$ cat src/rtl/sseg_pkg.sv
// Shared constants for the scanned 7-segment driver.
// Provides the segment bit positions, the hex font and the digit index type.
package sseg_pkg;

  localparam int SEG_A = 0;
  localparam int SEG_G = 6;
  localparam int SEG_W = SEG_G - SEG_A + 1;

  // Active-high font, bit0 = a ... bit6 = g; lower-case b and d keep 6/8 and B/D apart.
  localparam logic [SEG_W-1:0] HEX_FONT [16] = '{
    7'h3F, 7'h06, 7'h5B, 7'h4F, 7'h66, 7'h6D, 7'h7D, 7'h07,
    7'h7F, 7'h6F, 7'h77, 7'h7C, 7'h39, 7'h5E, 7'h79, 7'h71
  };

  // Wide enough for up to eight digits.
  typedef logic [2:0] digit_idx_t;

  function automatic int cnt_width(input int n);
    return (n > 1) ? $clog2(n) : 1;
  endfunction

endpackage

$ cat src/rtl/sseg_hex_decode.sv
// Combinational nibble to active-high 7-segment pattern.
module sseg_hex_decode
  import sseg_pkg::*;
(
  input  logic [3:0]       nibble_i,
  output logic [SEG_W-1:0] seg_o
);

  always_comb begin
    seg_o = HEX_FONT[nibble_i];
  end

endmodule

$ cat src/rtl/sseg_scan_mux.sv
// N-digit time-multiplexed 7-segment driver with tear-free loading,
// leading-zero blanking and frame-based blinking.
module sseg_scan_mux
  import sseg_pkg::*;
#(
  parameter int NUM_DIGITS   = 2,
  parameter int REFRESH_DIV  = 2,
  parameter int BLINK_FRAMES = 64
) (
  input  logic                    clk,
  input  logic                    reset,
  input  logic [4*NUM_DIGITS-1:0] value_i,
  input  logic [NUM_DIGITS-1:0]   dp_i,
  input  logic                    load_i,
  input  logic                    blank_lz_i,
  input  logic                    blink_en_i,
  output logic [SEG_W-1:0]        seg_o,
  output logic                    dp_o,
  output logic [NUM_DIGITS-1:0]   digit_sel_o,
  output logic                    pending_o,
  output logic                    frame_o
);

  localparam int TW = cnt_width(REFRESH_DIV);
  localparam int FW = cnt_width(BLINK_FRAMES);
  localparam logic [TW-1:0] TICK_LAST  = TW'(REFRESH_DIV - 1);
  localparam logic [FW-1:0] FRAME_LAST = FW'(BLINK_FRAMES - 1);
  localparam digit_idx_t    IDX_LAST   = digit_idx_t'(NUM_DIGITS - 1);

  logic [TW-1:0]           tick_q, tick_d;
  digit_idx_t              idx_q, idx_d;
  logic [4*NUM_DIGITS-1:0] disp_val_q, disp_val_d;
  logic [NUM_DIGITS-1:0]   disp_dp_q, disp_dp_d;
  logic [4*NUM_DIGITS-1:0] pend_val_q, pend_val_d;
  logic [NUM_DIGITS-1:0]   pend_dp_q, pend_dp_d;
  logic                    pend_q, pend_d;
  logic [FW-1:0]           frame_cnt_q, frame_cnt_d;
  logic                    phase_q, phase_d;

  logic                    tick_last;
  logic                    wrap;

  assign tick_last = (tick_q == TICK_LAST);
  assign wrap      = tick_last && (idx_q == IDX_LAST);

  always_comb begin
    tick_d      = tick_q;
    idx_d       = idx_q;
    disp_val_d  = disp_val_q;
    disp_dp_d   = disp_dp_q;
    pend_val_d  = pend_val_q;
    pend_dp_d   = pend_dp_q;
    pend_d      = pend_q;
    frame_cnt_d = frame_cnt_q;
    phase_d     = phase_q;

    if (tick_last) begin
      tick_d = '0;
      idx_d  = (idx_q == IDX_LAST) ? '0 : idx_q + digit_idx_t'(1);
    end else begin
      tick_d = tick_q + TW'(1);
    end

    // The display register only changes on the wrap edge so a frame never mixes old and new digits.
    if (wrap) begin
      pend_d = 1'b0;
      if (load_i) begin
        disp_val_d = value_i;
        disp_dp_d  = dp_i;
      end else if (pend_q) begin
        disp_val_d = pend_val_q;
        disp_dp_d  = pend_dp_q;
      end
      if (frame_cnt_q == FRAME_LAST) begin
        frame_cnt_d = '0;
        phase_d     = ~phase_q;
      end else begin
        frame_cnt_d = frame_cnt_q + FW'(1);
      end
    end else if (load_i) begin
      pend_val_d = value_i;
      pend_dp_d  = dp_i;
      pend_d     = 1'b1;
    end
  end

  always_ff @(posedge clk) begin
    if (reset) begin
      tick_q      <= '0;
      idx_q       <= '0;
      disp_val_q  <= '0;
      disp_dp_q   <= '0;
      pend_val_q  <= '0;
      pend_dp_q   <= '0;
      pend_q      <= 1'b0;
      frame_cnt_q <= '0;
      phase_q     <= 1'b0;
    end else begin
      tick_q      <= tick_d;
      idx_q       <= idx_d;
      disp_val_q  <= disp_val_d;
      disp_dp_q   <= disp_dp_d;
      pend_val_q  <= pend_val_d;
      pend_dp_q   <= pend_dp_d;
      pend_q      <= pend_d;
      frame_cnt_q <= frame_cnt_d;
      phase_q     <= phase_d;
    end
  end

  logic [3:0]       sel_nib;
  logic             sel_dp;
  logic             sel_blank;
  logic             upper_zero;
  logic [SEG_W-1:0] font_seg;
  logic             blink_off;

  // Walking down from the top digit, upper_zero means nibbles i..N-1 are all zero.
  always_comb begin
    sel_nib    = '0;
    sel_dp     = 1'b0;
    sel_blank  = 1'b0;
    upper_zero = 1'b1;
    for (int i = NUM_DIGITS - 1; i >= 0; i--) begin
      upper_zero = upper_zero && (disp_val_q[4*i +: 4] == 4'h0);
      if (idx_q == digit_idx_t'(i)) begin
        sel_nib   = disp_val_q[4*i +: 4];
        sel_dp    = disp_dp_q[i];
        sel_blank = blank_lz_i && (i != 0) && upper_zero;
      end
    end
  end

  always_comb begin
    digit_sel_o = '0;
    for (int i = 0; i < NUM_DIGITS; i++) begin
      digit_sel_o[i] = (idx_q == digit_idx_t'(i));
    end
  end

  sseg_hex_decode u_hex_decode (
    .nibble_i (sel_nib),
    .seg_o    (font_seg)
  );

  assign blink_off = blink_en_i && phase_q;
  assign seg_o     = (sel_blank || blink_off) ? '0 : font_seg;
  assign dp_o      = blink_off ? 1'b0 : sel_dp;
  assign pending_o = pend_q;
  assign frame_o   = wrap;

endmodule

$ cat config.mk
export PLATFORM = sky130hd
export DESIGN_NAME = sseg_scan_mux
export DESIGN_NICKNAME = d
export VERILOG_FILES = /design/src/rtl/sseg_pkg.sv /design/src/rtl/sseg_hex_decode.sv /design/src/rtl/sseg_scan_mux.sv
export SDC_FILE = /design/constraint.sdc
export NUM_CORES = 1
export LEC_CHECK = 0
export CORE_ASPECT_RATIO = 0.6
export CORE_MARGIN = 4
export CORE_UTILIZATION = 53
export DETAILED_ROUTE_END_ITERATION = 6
export PLACE_DENSITY = 0.82
export SETUP_SLACK_MARGIN = 0.4
export SLEW_MARGIN = 20
export SYNTH_ARGS = -nofsm -noshare
export SYNTH_HDL_FRONTEND = slang
export SYNTH_HIERARCHICAL = 1
export SYNTH_SLANG_ARGS = --single-unit
$ cat constraint.sdc
create_clock -name clk -period 3.7 [get_ports clk]
set_input_delay 1.11 -clock clk [delete_from_list [all_inputs] [get_ports clk]]
set_output_delay 1.11 -clock clk [all_outputs]
set_load 0.03 [all_outputs]
==> impl_results.md <==
- Unrepaired setup endpoints after global routing: true
- #FFs+latches synth: 32
- Tmin final: 3.468 ns
- Root Driver: clkbuf_8
- Placed cell count: 263
- Int Pwr: 0.6190 mW
- CP most frequent cell: inv_1
- Crit path arrival time: 2.36 ns
- Fill cells: 199
- Average routed wire per standard cell: 16.19 um
- Vias per cell: 5.879
- Maximum VDD drop: 293.1 uV
- Die ar.: 4319 sq um
- Clock sinks: 32
- Reg power frac: 0.431
- CP Max Fanout: 7
- Fmax: 0.2883 GHz
- Post-Syn Area per Cell: 8.715 sq um
- Critical path's slowest cell: mux4_2
- Net Sw Power: 0.2457 mW
- Slew of the pin with the lowest slew margin: 0.7614 ns
- Clock insertion delay at the later pin of the skew report: 0.28 ns
- RePlAce Congestion: 0.8363
- Pwr dens: 370.3 nW/um^2
- Die H: 52.53 um
- CTS tree: done
- Initial antenna violation count: 0
- Synthesized area: 1752 sq um
- Fin cells: 282
- # IOs: 27
- Cts bufs inserted: 5
- FFs w/ async S/R, synth: 0
- Reg2Reg Setup Slack: 2.01 ns
- # nets final: 262
- Main flop type after synthesis: dfxtp_1
- GR Overflow Total: 0
- CP peak stage delay: 0.46 ns
- Ant diodes: 0
- Number of global-route vias before repair: 1423
- EDFF count, synth: 0
- Setup violators final: 0
- Post-route ant nets: 0
- YS warnings: 6
- Clock Pin Slew Worst Setup and Hold Paths: 0.06 ns
- Fin Clk Skew: 0.004909 ns
- Via count: 1658
- Worst Setup SP: idx_q[0]$_SDFFE_PP0P_
- Core area: 3022 sq um
- CTS H-tree depth: 2
- Post-synthesis sequential area ratio: 0.3657
- Drt first pass iters: 4
- CTS Buffer Depth: 2
- Worst setup EP type: output pin
- Number of core rows: 15
- Leak pwr: 0.8715 nW
- Largest net degree at the start of global routing: 35
- First-pass GRT wire length: 6610 um
- Clock Power Share: 0.311
- RR Startpoint: tick_last$_SDFF_PP0_
- Die width: 82.22 um
- Post-Route WL: 4566 um
- Netlist cell types: 45
- Port bufs: 26
- HPWL Detailed: 2858 um
- Setup CP Type: register to output pin
- Critical path, cell by cell: nor3b_4 > a22o_4 > inv_1 > ha_2 > inv_1 > mux4_2 > and2_4 > buf_6
- Slew Viols, Final: 0
- Gate power share: 0.257
- Min-Delay Path Class: register to register
- Sw Share: 0.2842
- Status: finished, final reports clean
- Setup_tns: 0 ns
- Worst Setup Start Kind: register
- # Max-Cap Violations: 0
- GRT Total Usage: 0.2056
- Worst path required time: 2.59 ns
- Starting Density: 0.5797
- Syn_nets: 224
- Area Growth Syn to Fin: 33.29%
- Max_slew headroom: 0.4908
- Iteration-0 DRC Markers: 71
- Total power: 0.8647 mW
- Fin. Hold Viols: 0
- Layout cell share with drive strength beyond 1: 0.2417
- Hold path start: pend_val_q[6]$_SDFFE_PP0P_
- Drt drc: 0
- Fin crit share: 0.9373
- Post-Syn Instances: 201
-- per-layer routing --
layer  routed length (um)  global-route usage  vias up
met5                    0                   0        -
met4                   32             0.04972        0
met3                  329             0.06873        2
met2                 2133              0.3005       68
met1                 2070              0.2886      776
li1                     -                   -      812
-- layout make-up --
class / count / area, sq um / share of cell area
clock buffers: 8 / 90.09 / 0.03859
inverters: 10 / 40.04 / 0.01715
multi-input cells: 146 / 1092 / 0.4678
flip-flops and latches: 32 / 646.9 / 0.2771
well taps: 42 / 52.55 / 0.02251
repair buffers: 44 / 412.9 / 0.1768
-- sequential cells by signal, summed over array words and instances, names as in the netlist --
register     cells
disp_val_q       8
pend_val_q       8
frame_cnt_q      6
idx_q            3
disp_dp_q        2
pend_dp_q        2
pending_o        1
phase_q          1
tick_last        1
-- metrics by stage --
step           area, sq um  setup slack [ns]  utilization  hold slack, ns
2_1_floorplan         1773            0.4024            -          0.4532
3_3_place_gp          2058            0.1318       0.6812          0.4591
3_5_place_dp          2058            0.1235       0.6812          0.4674
4_1_cts               2202            0.1805       0.7288          0.4758
5_1_grt               2335            0.1692       0.7727          0.4963
6_report              2335            0.2320       0.7727          0.4749
-- cells in the final DEF, fill, tap and decap left out, types with 5 or more instances in the layout --
cell type,instances
clkbuf_8,6
nand2_1,7
a21oi_1,25
buf_4,15
inv_1,8
nor3_1,6
a211oi_1,10
nand3_1,13
clkdlybuf4s50_1,17
nor2_1,7
ha_1,5
buf_6,10
o21ai_0,12
dfxtp_1,29
and2_4,5
mux2i_1,12
-- what timing repair did --
| action | CTS | global route |
|---|---|---|
| resized for setup | 13 | 20 |
| cloned | 0 | 1 |
| hold buffers | 0 | 0 |
| endpoints found under the setup margin | 8 | 7 |
| pin swaps | 5 | 5 |
| buffers inserted | 4 | 6 |
-- Yosys cell counts (2+ instances only) --
| library cell | instances | area (sq um) |
|---|---|---|
| inv_1 | 9 | 33.78 |
| nor2_1 | 7 | 26.28 |
| nor3_1 | 7 | 35.03 |
| nor2b_1 | 2 | 12.51 |
| a22o_1 | 4 | 35.03 |
| a211oi_1 | 10 | 75.07 |
| nand2_1 | 7 | 26.28 |
| and2_1 | 8 | 50.05 |
| o21ai_0 | 12 | 60.06 |
| mux2i_1 | 12 | 120.1 |
| dfxtp_1 | 32 | 640.6 |
| buf_2 | 5 | 25.02 |
| clkbuf_1 | 6 | 22.52 |
| mux2_2 | 3 | 33.78 |
| xnor2_1 | 2 | 17.52 |
| ha_1 | 8 | 100.1 |
| a21oi_1 | 27 | 135.1 |
| nand3_1 | 13 | 65.06 |
-- power groups by stage --
stage,logic (mW),clock network (mW),registers (mW)
2_1_floorplan,0.120,0,0.378
3_3_place_gp,0.180,0,0.378
3_5_place_dp,0.185,0,0.379
4_1_cts,0.196,0.277,0.372
5_1_grt,0.238,0.298,0.375
6_report,0.223,0.269,0.373
-- critical path, delay by kind of cell, from the launching register on --
kind | cells | cell delay, ns
multiplexers | 1 | 0.46
buffers and inverters | 3 | 0.38
AO/OA/AOI/OAI | 1 | 0.24
flip-flops | 1 | 0.38
adder cells (fa/ha/maj) | 1 | 0.28
AND/OR/NAND/NOR | 2 | 0.33
-- path summary, 6_finish.rpt --
check,to,cells past startpoint
setup / recovery,seg_o[3],8
hold / removal,pend_val_q[6]$_SDFFE_PP0P_,2
setup reg to reg,phase_q$_SDFFE_PP0P_,4
hold reg to reg,pend_val_q[6]$_SDFFE_PP0P_,2
-- cell families after synthesis --
group / share of synthesized area
AO/OA/AOI/OAI: 0.2236
flip-flops: 0.3657
XOR/XNOR: 0.01500
AND/OR/NAND/NOR: 0.1722
buffers and inverters: 0.05713
multiplexers: 0.1093
adder cells (fa/ha/maj): 0.05715
(Power assumes the default switching activity.)
